`src/rtl/flash_pkg.sv`:
```
// flash_pkg: shared command codes, FSM encoding, widths and timing defaults for the flash arbiter
package flash_pkg;
  localparam int ADDR_W            = 22;
  localparam int DATA_W            = 16;
  localparam int CNT_W             = 6;
  localparam int DEF_WR_CYCLES     = 16;
  localparam int DEF_RD_CYCLES     = 24;
  localparam int DEF_SETTLE_CYCLES = 32;
  localparam logic GRANT_WR = 1'b0;
  localparam logic GRANT_RD = 1'b1;
  typedef enum logic [1:0] {
    CMD_NOP   = 2'd0,
    CMD_READ  = 2'd1,
    CMD_WRITE = 2'd2
  } cmd_t;
  typedef enum logic [2:0] {
    ST_INIT,
    ST_IDLE,
    ST_ISSUE,
    ST_WAIT,
    ST_DONE
  } state_t;
endpackage

```
`src/rtl/flash_rr_arb2.sv`:
```
// flash_rr_arb2: two-way round-robin grant; bit 0 is the writer, bit 1 the reader
module flash_rr_arb2
  import flash_pkg::*;
(
  input  logic [1:0] req,
  input  logic       last_grant,
  output logic [1:0] grant
);
  always_comb grant = &req ? (last_grant == GRANT_RD ? 2'b01 : 2'b10) : req;
endmodule

```
`src/rtl/flash_access_arbiter.sv`:
```
// flash_access_arbiter: shares one NOR flash interface between a writer and a reader
module flash_access_arbiter
  import flash_pkg::*;
#(
  parameter int WR_CYCLES     = DEF_WR_CYCLES,
  parameter int RD_CYCLES     = DEF_RD_CYCLES,
  parameter int SETTLE_CYCLES = DEF_SETTLE_CYCLES
) (
  input  logic              CLK,
  input  logic              RESET,
  input  logic              wr_req,
  input  logic [ADDR_W-1:0] wr_addr,
  input  logic [DATA_W-1:0] wr_data,
  output logic              wr_ack,
  input  logic              rd_req,
  input  logic [ADDR_W-1:0] rd_addr,
  output logic              rd_ack,
  output logic [DATA_W-1:0] rd_data,
  output logic [1:0]        CMD_OUT,
  output logic [ADDR_W-1:0] A_out,
  output logic [DATA_W-1:0] D_out,
  input  logic [DATA_W-1:0] D_read,
  output logic              busy
);
  state_t            r_state;
  logic [CNT_W-1:0]  r_cnt;
  logic              r_last;
  logic              r_rd;
  logic              r_busy;
  logic              r_wr_ack;
  logic              r_rd_ack;
  logic [1:0]        r_cmd;
  logic [ADDR_W-1:0] r_a;
  logic [DATA_W-1:0] r_d;
  logic [DATA_W-1:0] r_rd_data;
  logic [1:0]        w_grant;
  flash_rr_arb2 u_arb (
    .req       ({rd_req, wr_req}),
    .last_grant(r_last),
    .grant     (w_grant)
  );
  always_ff @(posedge CLK) begin
    if (RESET) begin
      r_state   <= ST_INIT;
      r_cnt     <= '0;
      r_last    <= GRANT_RD;
      r_rd      <= 1'b0;
      r_busy    <= 1'b1;
      r_wr_ack  <= 1'b0;
      r_rd_ack  <= 1'b0;
      r_cmd     <= CMD_NOP;
      r_a       <= '0;
      r_d       <= '0;
      r_rd_data <= '0;
    end else begin
      case (r_state)
        ST_INIT: begin
          if (r_cnt == CNT_W'(SETTLE_CYCLES - 1)) begin
            r_state <= ST_IDLE;
            r_busy  <= 1'b0;
            r_cnt   <= '0;
          end else begin
            r_cnt <= r_cnt + 1'b1;
          end
        end
        ST_IDLE: begin
          if (|w_grant) begin
            r_state <= ST_ISSUE;
            r_busy  <= 1'b1;
            r_rd    <= w_grant[1];
            r_last  <= w_grant[1];
            r_cmd   <= w_grant[1] ? CMD_READ : CMD_WRITE;
            r_a     <= w_grant[1] ? rd_addr : wr_addr;
            if (w_grant[0]) r_d <= wr_data;
          end
        end
        ST_ISSUE: begin
          r_state <= ST_WAIT;
          r_cmd   <= CMD_NOP;
          r_cnt   <= r_rd ? CNT_W'(RD_CYCLES - 1) : CNT_W'(WR_CYCLES - 1);
        end
        ST_WAIT: begin
          if (r_cnt == '0) begin
            r_state  <= ST_DONE;
            r_wr_ack <= ~r_rd;
            r_rd_ack <= r_rd;
            if (r_rd) r_rd_data <= D_read;
          end else begin
            r_cnt <= r_cnt - 1'b1;
          end
        end
        ST_DONE: begin
          r_state  <= ST_IDLE;
          r_busy   <= 1'b0;
          r_wr_ack <= 1'b0;
          r_rd_ack <= 1'b0;
        end
        default: begin
          r_state <= ST_INIT;
          r_busy  <= 1'b1;
          r_cnt   <= '0;
        end
      endcase
    end
  end
  assign wr_ack  = r_wr_ack;
  assign rd_ack  = r_rd_ack;
  assign rd_data = r_rd_data;
  assign CMD_OUT = r_cmd;
  assign A_out   = r_a;
  assign D_out   = r_d;
  assign busy    = r_busy;
endmodule

```
`config.mk`:
```
export PLATFORM = sky130hd
export DESIGN_NAME = flash_access_arbiter
export DESIGN_NICKNAME = d
export VERILOG_FILES = /design/src/rtl/flash_pkg.sv /design/src/rtl/flash_rr_arb2.sv /design/src/rtl/flash_access_arbiter.sv
export SDC_FILE = /design/constraint.sdc
export NUM_CORES = 1
export LEC_CHECK = 0
export ABC_AREA = 1
export BUFFER_PORTS_ARGS = -buffer_cell sky130_fd_sc_hd__buf_2
export CAP_MARGIN = 15
export CORE_MARGIN = 3
export CORE_UTILIZATION = 41
export DETAILED_ROUTE_END_ITERATION = 12
export PLACE_DENSITY = 0.67
export SLEW_MARGIN = 20
export SYNTH_ARGS = -nofsm -noshare
export SYNTH_HDL_FRONTEND = slang
export SYNTH_SLANG_ARGS = --single-unit
```
`constraint.sdc`:
```
create_clock -name CLK -period 1.8 [get_ports CLK]
set_input_delay 0.09 -clock CLK [delete_from_list [all_inputs] [get_ports CLK]]
set_output_delay 0.09 -clock CLK [all_outputs]
set_load 0.02 [all_outputs]
```
# == After elaboration in Yosys (flattened, before gate mapping) ==
# Index checks and enable logic that the tools add are counted.
# totals
regBits,70
output_inout_bits,59
# op_classes
addsub,2
n_eq_ne,9
n_mux,21
bitwise_logic,3
reduce_logical,16
# ops
cell,n
$pmux 6 s4,1
$mux 22,1
$pmux 3 s5,1
$mux 6,2
$reduce_and 3->1,4
$reduce_and 2->1,5
$mux 3,3
$mux 2,4
$ne 2x2->1 const B,4
$add 6x1->6 const B,1
$eq 3x2->1 const B,2
$eq 6x5->1 const B,1
$logic_not 6->1,1
$reduce_or 2->1,3
$sub 6x1->6 const B,1
$mux 5,1
$mux 1,4
$pmux 1 s2,2
$pmux 1 s4,1
$pmux 2 s2,1
$reduce_bool 2->1,2
$eq 3x1->1 const B,1
$eq 3x3->1 const B,1
$logic_not 3->1,1
$not 1->1,3

# == Depth between registers and ports, before layout ==
# Gate-level depths: netlist (run 1).
# depth
ltp_word,5
depth_mapped,10
mapped_depth_nobuf,9

# == Cells and area by module ==
# A second synthesis (run 1) with hierarchy kept.
# hier_totals
cells_unflattened,413
hier_area_um2,2995.4
# modules_own_cells
module,n_inst,cells_per_inst,area_per_inst_um2,seq_area_each_um2
flash_access_arbiter,1,408,2974.1,1401.3
flash_rr_arb2,1,5,21.3,0.0

# == Worst setup path after synthesis (run 1) ==
# Ideal clock, no wire load.
# synth_path
path_type,reg2reg
startpoint,register r_cnt[0]
endpoint,"register r_rd_data[0], in the netlist rd_data[0]"
t_arrival_ns,1.369
path_slack_ns,0.317
stages_incl_launch_ff,10
path_buffers,1
period_less_slack_ns,1.483
cell_sequence,dfxtp_1 inv_1 ha_1 nand3_1 nor2_4 nand2_4 clkinv_2 buf_6 nor2_1 nor2_1
# synth_between
elab_chain_cells,2
# synth_rtl
item,line_no,text
from (decl),flash_access_arbiter.sv:26,logic [CNT_W-1:0] r_cnt;
from (signal assigned),flash_access_arbiter.sv:63,r_cnt <= r_cnt + 1'b1;
from (signal assigned),flash_access_arbiter.sv:80,r_cnt <= r_rd ? CNT_W'(RD_CYCLES - 1) : CNT_W'(WR_CYCLES - 1);
from (signal assigned),flash_access_arbiter.sv:89,r_cnt <= r_cnt - 1'b1;
$logic_not 6->1,flash_access_arbiter.sv:83,if (r_cnt == '0) begin
$reduce_and 3->1 (no source line),n/a,
to (signal assigned),flash_access_arbiter.sv:87,if (r_rd) r_rd_data <= D_read;
to (decl),flash_access_arbiter.sv:35,logic [DATA_W-1:0] r_rd_data;
# Every way passes these cells.
# A chain may end at the register's enable or synchronous reset.

# == Worst setup path after layout (run 1) ==
# layout_path
startpoint,register r_state[0]
endpoint,"register r_a[1], in the netlist A_out[1]"
# layout_between
elab_chain_cells,2
# layout_rtl
item,line_no,text
from (decl),flash_access_arbiter.sv:25,state_t r_state;
from (signal assigned),flash_access_arbiter.sv:44,r_state <= ST_INIT;
from (signal assigned),flash_access_arbiter.sv:59,r_state <= ST_IDLE;
from (signal assigned),flash_access_arbiter.sv:68,r_state <= ST_ISSUE;
$eq 3x1->1,flash_access_arbiter.sv:56,case (r_state)
$reduce_and 2->1 (no source line),n/a,
to (signal assigned),flash_access_arbiter.sv:73,r_a <= w_grant[1] ? rd_addr : wr_addr;
to (decl),flash_access_arbiter.sv:33,logic [ADDR_W-1:0] r_a;
# Every way passes these cells.

==> metrics.csv, run 1 <==
metric,value,unit
io_buffers,138,
regArea,0.00140,mm2
grt_pass1_wl,14300,um
synth.top_cell.area_share,0.456,
holdWs,1.67,ps
path_common_cell,inv_2,
setup_viol,0,
synth_edf_count,0,
ant_nets,0,
dp_hpwl,6210,um
synthCells,411,
setup_tns,0,ps
coreArea,0.00702,mm2
multi_input_area,0.00147,mm2
slowest_stage,dfxtp_2,
crit_family,buffers and inverters,
min_path_type,in2reg,
cp_data_arrival_time,1910,ps
worst_slew_pin_slew,429,ps
synthTopCellsByCount,"dfxtp_1, nor2_1, nand2_1",
netlist_area,0.00307,mm2
n_antenna_cell,0,
viasPerCell,4.92,
ys_seq_area_frac,0.456,
clock_latency,340,ps
vias,3339,
maxCapViolCount,0,
synth_nets,494,
clk_pin_slew,80,ps
drc_errors,0,
wl_per_cell,13.3,um
drt-total-wl,8990,um
ios,139,
drtIter0Drc,162,
ir_drop,0.421,mV
period_share,0.919,
synthToLayoutAreaGrowth,40.5,%
syn_avg_cell_area,7.47,um2
path_cells,"inv_2, nor3_4, buf_4, inv_2, nor2_4, buf_12, o21ai_0, a31oi_1",
setup_ws,145,ps
clock-sinks,70,
yosysWarnings,0,
start_util,0.437,
worstPathRequired,2060,ps
hold_viol,0,
ys_types,28,
relSlewSlack,0.713,
die_w,92.5,um
cp_num_buf_inv,4,
dp_slack,103,ps
grt_max_degree,46,
critPathCaptureType,register,
gp_congestion,0.900,
h-tree-depth,3,
antenna_found_initial,0,
critPathMaxFanout,45,
drv_slew,0,
synthArstFlopShare,0,
drive_gt1_frac,0.345,
synth_seq_cells,70,
clockRootBuffer,clkbuf_8,
synth_top_cells_by_area,"dfxtp_1, nor2_1, nand2_1",
power_density,964,mW/mm2
grtUsageTotal,0.206,
die_y,92.5,um
leakagePower,2.03,nW
start_kind,register,
fin_crit,1650,ps
synthFlopType,dfxtp_1,
rows,30,
cts_buffers,9,
nets,660,
status,"complete, no violations",
cts_tree,yes,
grt_overflow,0,
cts_buffer_depth,2,
n_fill_cell,648,
crit_type,reg2reg,
fmax,0.604,GHz
dr.pass1.iters,6,
synth_top_area_cell,dfxtp_1,
finalClockSkew,9.11,ps
dp_cells,632,
report.power.total,4.16,mW
grt_pass1_vias,3101,
die_area,0.00856,mm2
fin_cells,678,
max_stage_delay,390,ps
==> tightest hold or removal path: cells and delay by family <==
family	cells	cell delay, ps
buf+inv	1	80
compound gates	1	70
simple gates	1	70
==> routing by layer <==
| layer | routed length (um) | GRT usage | vias to the layer above |
|---|---|---|---|
| met5 | 0 | 0 | - |
| met4 | 109 | 0.0668 | 0 |
| met3 | 727 | 0.0561 | 12 |
| met2 | 4250 | 0.347 | 131 |
| met1 | 3910 | 0.254 | 1480 |
| li1 | - | - | 1716 |
==> power breakdown <==
part | internal [mW] | switching (mW) | total, mW
clock | 0.545 | 0.630 | 1.17
sequential | 1.69 | 0.117 | 1.81
combinational | 0.483 | 0.694 | 1.18
total | 2.72 | 1.44 | 4.16
==> registers in the layout (all words and copies together) (netlist names) <==
register  cells
A_out        22
CMD_OUT       2
D_out        16
busy          1
r_cnt         6
r_last        1
r_rd          1
r_state       3
rd_ack        1
rd_data      16
wr_ack        1
==> final timing paths <==
path | from | endpoint | slack [ps] | cells past startpoint
worst max-delay path | r_state[0]$_SDFFE_PP0P_ | A_out[1]$_SDFFE_PP0P_ | 150 | 8
worst max register to register | r_state[0]$_SDFFE_PP0P_ | A_out[1]$_SDFFE_PP0P_ | 150 | 8
worst min register to register | busy$_SDFFE_PP1P_ | busy$_SDFFE_PP1P_ | 460 | 2
worst min-delay path | wr_data[0] | D_out[0]$_SDFFE_PP0P_ | 2 | 3
==> layout by cell type (no fill, tap or decap) <==
cell type and instances:
nor2_2 13, ha_1 3, clkinvlp_4 3, a31oi_1 23
buf_2 138, dfxtp_1 69, o21ai_1 39, nand2_4 1
clkbuf_8 10, inv_6 2, nand3b_1 1, dfxtp_2 1
buf_12 1, dlygate4sd3_1 24, o21ai_0 19, nand2_1 64
nand3_1 39, inv_2 6, buf_4 16, inv_4 2
or2_2 1, nor3_4 1, xor2_1 1, inv_1 10
o21bai_1 1, a21oi_1 14, nand4_4 1, nor2_4 3
nor2_1 69, nor3_1 2, nand4_1 3, clkinv_2 1
nand2_2 1
==> what timing repair did <==
item,in CTS,in global routing
setup endpoints to repair,0,30
endpoints found under the hold margin,24,0
gates resized for setup,0,3
hold buffers,24,0
setup buffers,0,6
==> logic make-up (layout without fill, tap and decap cells) <==
group / Yosys count / count (layout) / share of synthesized area
flip-flops: 70 / 70 / 0.456
AND/OR/NAND/NOR: 199 / 199 / 0.295
adder cells (fa/ha/maj): 3 / 3 / 0.0122
buffers and inverters: 42 / 213 / 0.0672
XOR/XNOR: 1 / 1 / 0.00285
AO/OA/AOI/OAI: 96 / 96 / 0.167
==> final cells by class <==
type,instances,share of cell area
clock inverters,6,0.0104
well taps,96,0.0278
inverters,18,0.0168
flip-flops and latches,70,0.325
clock buffers,10,0.0319
repair buffers,179,0.248
multi-input cells,299,0.340
==> stage by stage <==
step,instance area (um2),utilization
3_5_place_dp,3840,0.547
4_1_cts,4260,0.607
6_report,4310,0.615
3_3_place_gp,3840,0.547
2_1_floorplan,3070,-
5_1_grt,4310,0.615
(Power assumes the default switching activity.)
==> inputs of run 2 (changes only) <==
--- a/config.mk
+++ b/config.mk
@@ -12,6 +12,7 @@
 export CORE_UTILIZATION = 41
 export DETAILED_ROUTE_END_ITERATION = 12
 export PLACE_DENSITY = 0.67
+export SETUP_SLACK_MARGIN = 0.3
 export SLEW_MARGIN = 20
 export SYNTH_ARGS = -nofsm -noshare
 export SYNTH_HDL_FRONTEND = slang
==> run 2 against run 1 <==
Net effect: the flow now finishes with violations (negative hold slack); power increased by 11%; sequential share of layout area decreased by 4.1 points; count of clock-buffer cells in the layout unchanged; register-to-register slack improved by 120 ps; combinational power increased by 35%; die area unchanged; clock skew decreased by 1.6 ps; flip-flop and latch count unchanged; critical path type unchanged; critical path depth unchanged.
==> metrics.csv, run 2 (synthesized netlist as in run 1, its figures left out) <==
metric,value,unit,change
hold_depth,3,,unchanged
cts_buffer_depth,2,,unchanged
grt_setup_unrepaired,yes,,
cp_num_buf_inv,5,,+1
clk_pin_slew,80,ps,about the same
cts_buffers,9,,unchanged
setup_ws,264,ps,+119 ps
start_kind,register,,
drv_slew,0,,unchanged
holdPathEnd,D_out[5]$_SDFFE_PP0P_,,
violations,negative hold slack,,
vias,3635,,+8.9%
ant_nets,0,,unchanged
min_path_type,in2reg,,
grt_overflow,0,,unchanged
die_area,0.00856,mm2,unchanged
relSlewSlack,0.614,,-0.0985
cts_tree,yes,,
die_y,92.5,um,unchanged
setup_viol,0,,unchanged
start_util,0.437,,unchanged
grt_max_degree,25,,-46%
clock_latency,340,ps,about the same
gp_congestion,0.900,,unchanged
worstReg2RegEnd,A_out[9]$_SDFFE_PP0P_,,
clockRootBuffer,clkbuf_8,,
rows,30,,unchanged
coreArea,0.00702,mm2,unchanged
grtUsageTotal,0.225,,+0.0186
max_stage_delay,370,ps,-20 ps
hold_viol,4,,+4
design_area,0.00499,mm2,+16%
regToRegSetupSlack,260,ps,+120 ps
grt_pass1_vias,3292,,+6.2%
drive_gt1_frac,0.437,,+0.0919
placed_area,0.00384,mm2,unchanged
ir_drop,0.469,mV,+11%
holdWs,-14.2,ps,-15.8 ps
worst_slew_pin_slew,577,ps,+149 ps
antenna_found_initial,1,,+1
setup_tns,0,ps,unchanged
path_common_cell,buf_6,,
r2r-start,r_state[1]$_SDFFE_PP0P_,,
critPathCaptureType,register,,
reg2reg_depth,8,,unchanged
fmax,0.651,GHz,+7.7%
final_cell_mix,"buf_2, nor2_1, nand2_1, dfxtp_1, nand3_1",,
synthToLayoutAreaGrowth,62.7,%,
leakagePower,2.25,nW,+11%
final_util,0.712,,+0.0970
ios,139,,unchanged
fin_crit,1540,ps,-119 ps
clock-sinks,70,,unchanged
wl_per_cell,15.2,um,+15%
die_w,92.5,um,unchanged
drt-total-wl,10700,um,+19%
nets,684,,+3.6%
period_share,0.853,,-0.0661
grt_pass1_wl,15600,um,+8.8%
power_density,926,mW/mm2,-4.0%
dp_hpwl,6210,um,unchanged
critPathMaxFanout,5,,-89%
status,"finished, violations left",,
drtIter0Drc,242,,+49%
io_buffers,138,,unchanged
maxCapViolCount,0,,unchanged
dp_slack,103,ps,unchanged
crit_type,reg2reg,,
viasPerCell,5.17,,+5.0%
drc_errors,0,,unchanged
largest_reg_flops,22,,unchanged
layout_commonest_cell,buf_2,,
h-tree-depth,3,,unchanged
crit_family,buffers and inverters,,
hold_start,wr_data[5],,
worstPathRequired,2030,ps,-30 ps
path_cells,"nor3_4, buf_6, inv_4, nor2_4, buf_6, buf_6, clkbuf_16, a31oi_1",,
dr.pass1.iters,5,,-1
finalClockSkew,7.55,ps,-1.56 ps
cp_data_arrival_time,1760,ps,-150 ps
slowest_stage,dfxtp_4,,
-- run 2: metrics by stage --
stage / cells / power, mW
2_1_floorplan: 411 / 2.59
3_3_place_gp: 632 / 2.92
3_5_place_dp: 632 / 2.94
4_1_cts: 689 / 4.33
5_1_grt: 703 / 4.86
6_report: 703 / 4.63
-- run 2: timing repair --
action | CTS | global route
pin swaps | 5 | 6
setup buffers | 12 | 6
setup endpoints to repair | 64 | 68
hold buffers | 24 | 0
hold endpoints to repair | 24 | 0
cloned | 5 | 7
gates resized for setup | 18 | 66
-- run 2: cell type report --
class,instances,area (um2)
timing repair inverter,3,28.8
antenna,1,2.50
timing repair buffer,198,1400
inverter,18,95.1
sequential,70,1420
clock inverter,6,45.0
clock buffer,10,138
fill,525,2020
multi-input combinational,301,1750
tap,96,120
-- run 2: worst max path at each step --
stage | start | endpoint | slack, ps | depth (start not counted)
2_1_floorplan | r_cnt[0]$_SDFFE_PP0P_ | rd_data[0]$_SDFFE_PP0P_ | 320 | 9
5_1_grt | r_state[1]$_SDFFE_PP0P_ | A_out[5]$_SDFFE_PP0P_ | 220 | 8
3_5_place_dp | r_state[0]$_SDFFE_PP0P_ | D_out[3]$_SDFFE_PP0P_ | 100 | 6
4_1_cts | r_state[0]$_SDFFE_PP0P_ | A_out[13]$_SDFFE_PP0P_ | 280 | 9
3_3_place_gp | r_state[0]$_SDFFE_PP0P_ | D_out[5]$_SDFFE_PP0P_ | 130 | 6
6_report | r_state[1]$_SDFFE_PP0P_ | A_out[9]$_SDFFE_PP0P_ | 260 | 8
-- run 2: report_power, final --
part           leakage (nW)  switching [mW]  internal [mW]
clock                0.0853           0.650          0.545
sequential            0.571           0.134           1.70
combinational          1.59           0.868          0.724
-- run 2: metal layers --
| layer | global-route usage | vias to the layer above | wire length, um | part of all wire |
|---|---|---|---|---|
| met1 | 0.269 | 1628 | 4190 | 0.39 |
| met5 | 0 | - | 0 | 0 |
| met4 | 0.0767 | 0 | 312 | 0.029 |
| met2 | 0.390 | 205 | 5300 | 0.49 |
| met3 | 0.0569 | 33 | 921 | 0.086 |
| li1 | - | 1769 | - | - |
-- run 2: worst reg2reg max path: cells and delay by family, from the launching register on --
kind	cells	cell delay (ps)
buffers and inverters	5	600
AOI/OAI and AO/OA	1	80
and+or+nand+nor	2	380
DFF	1	370
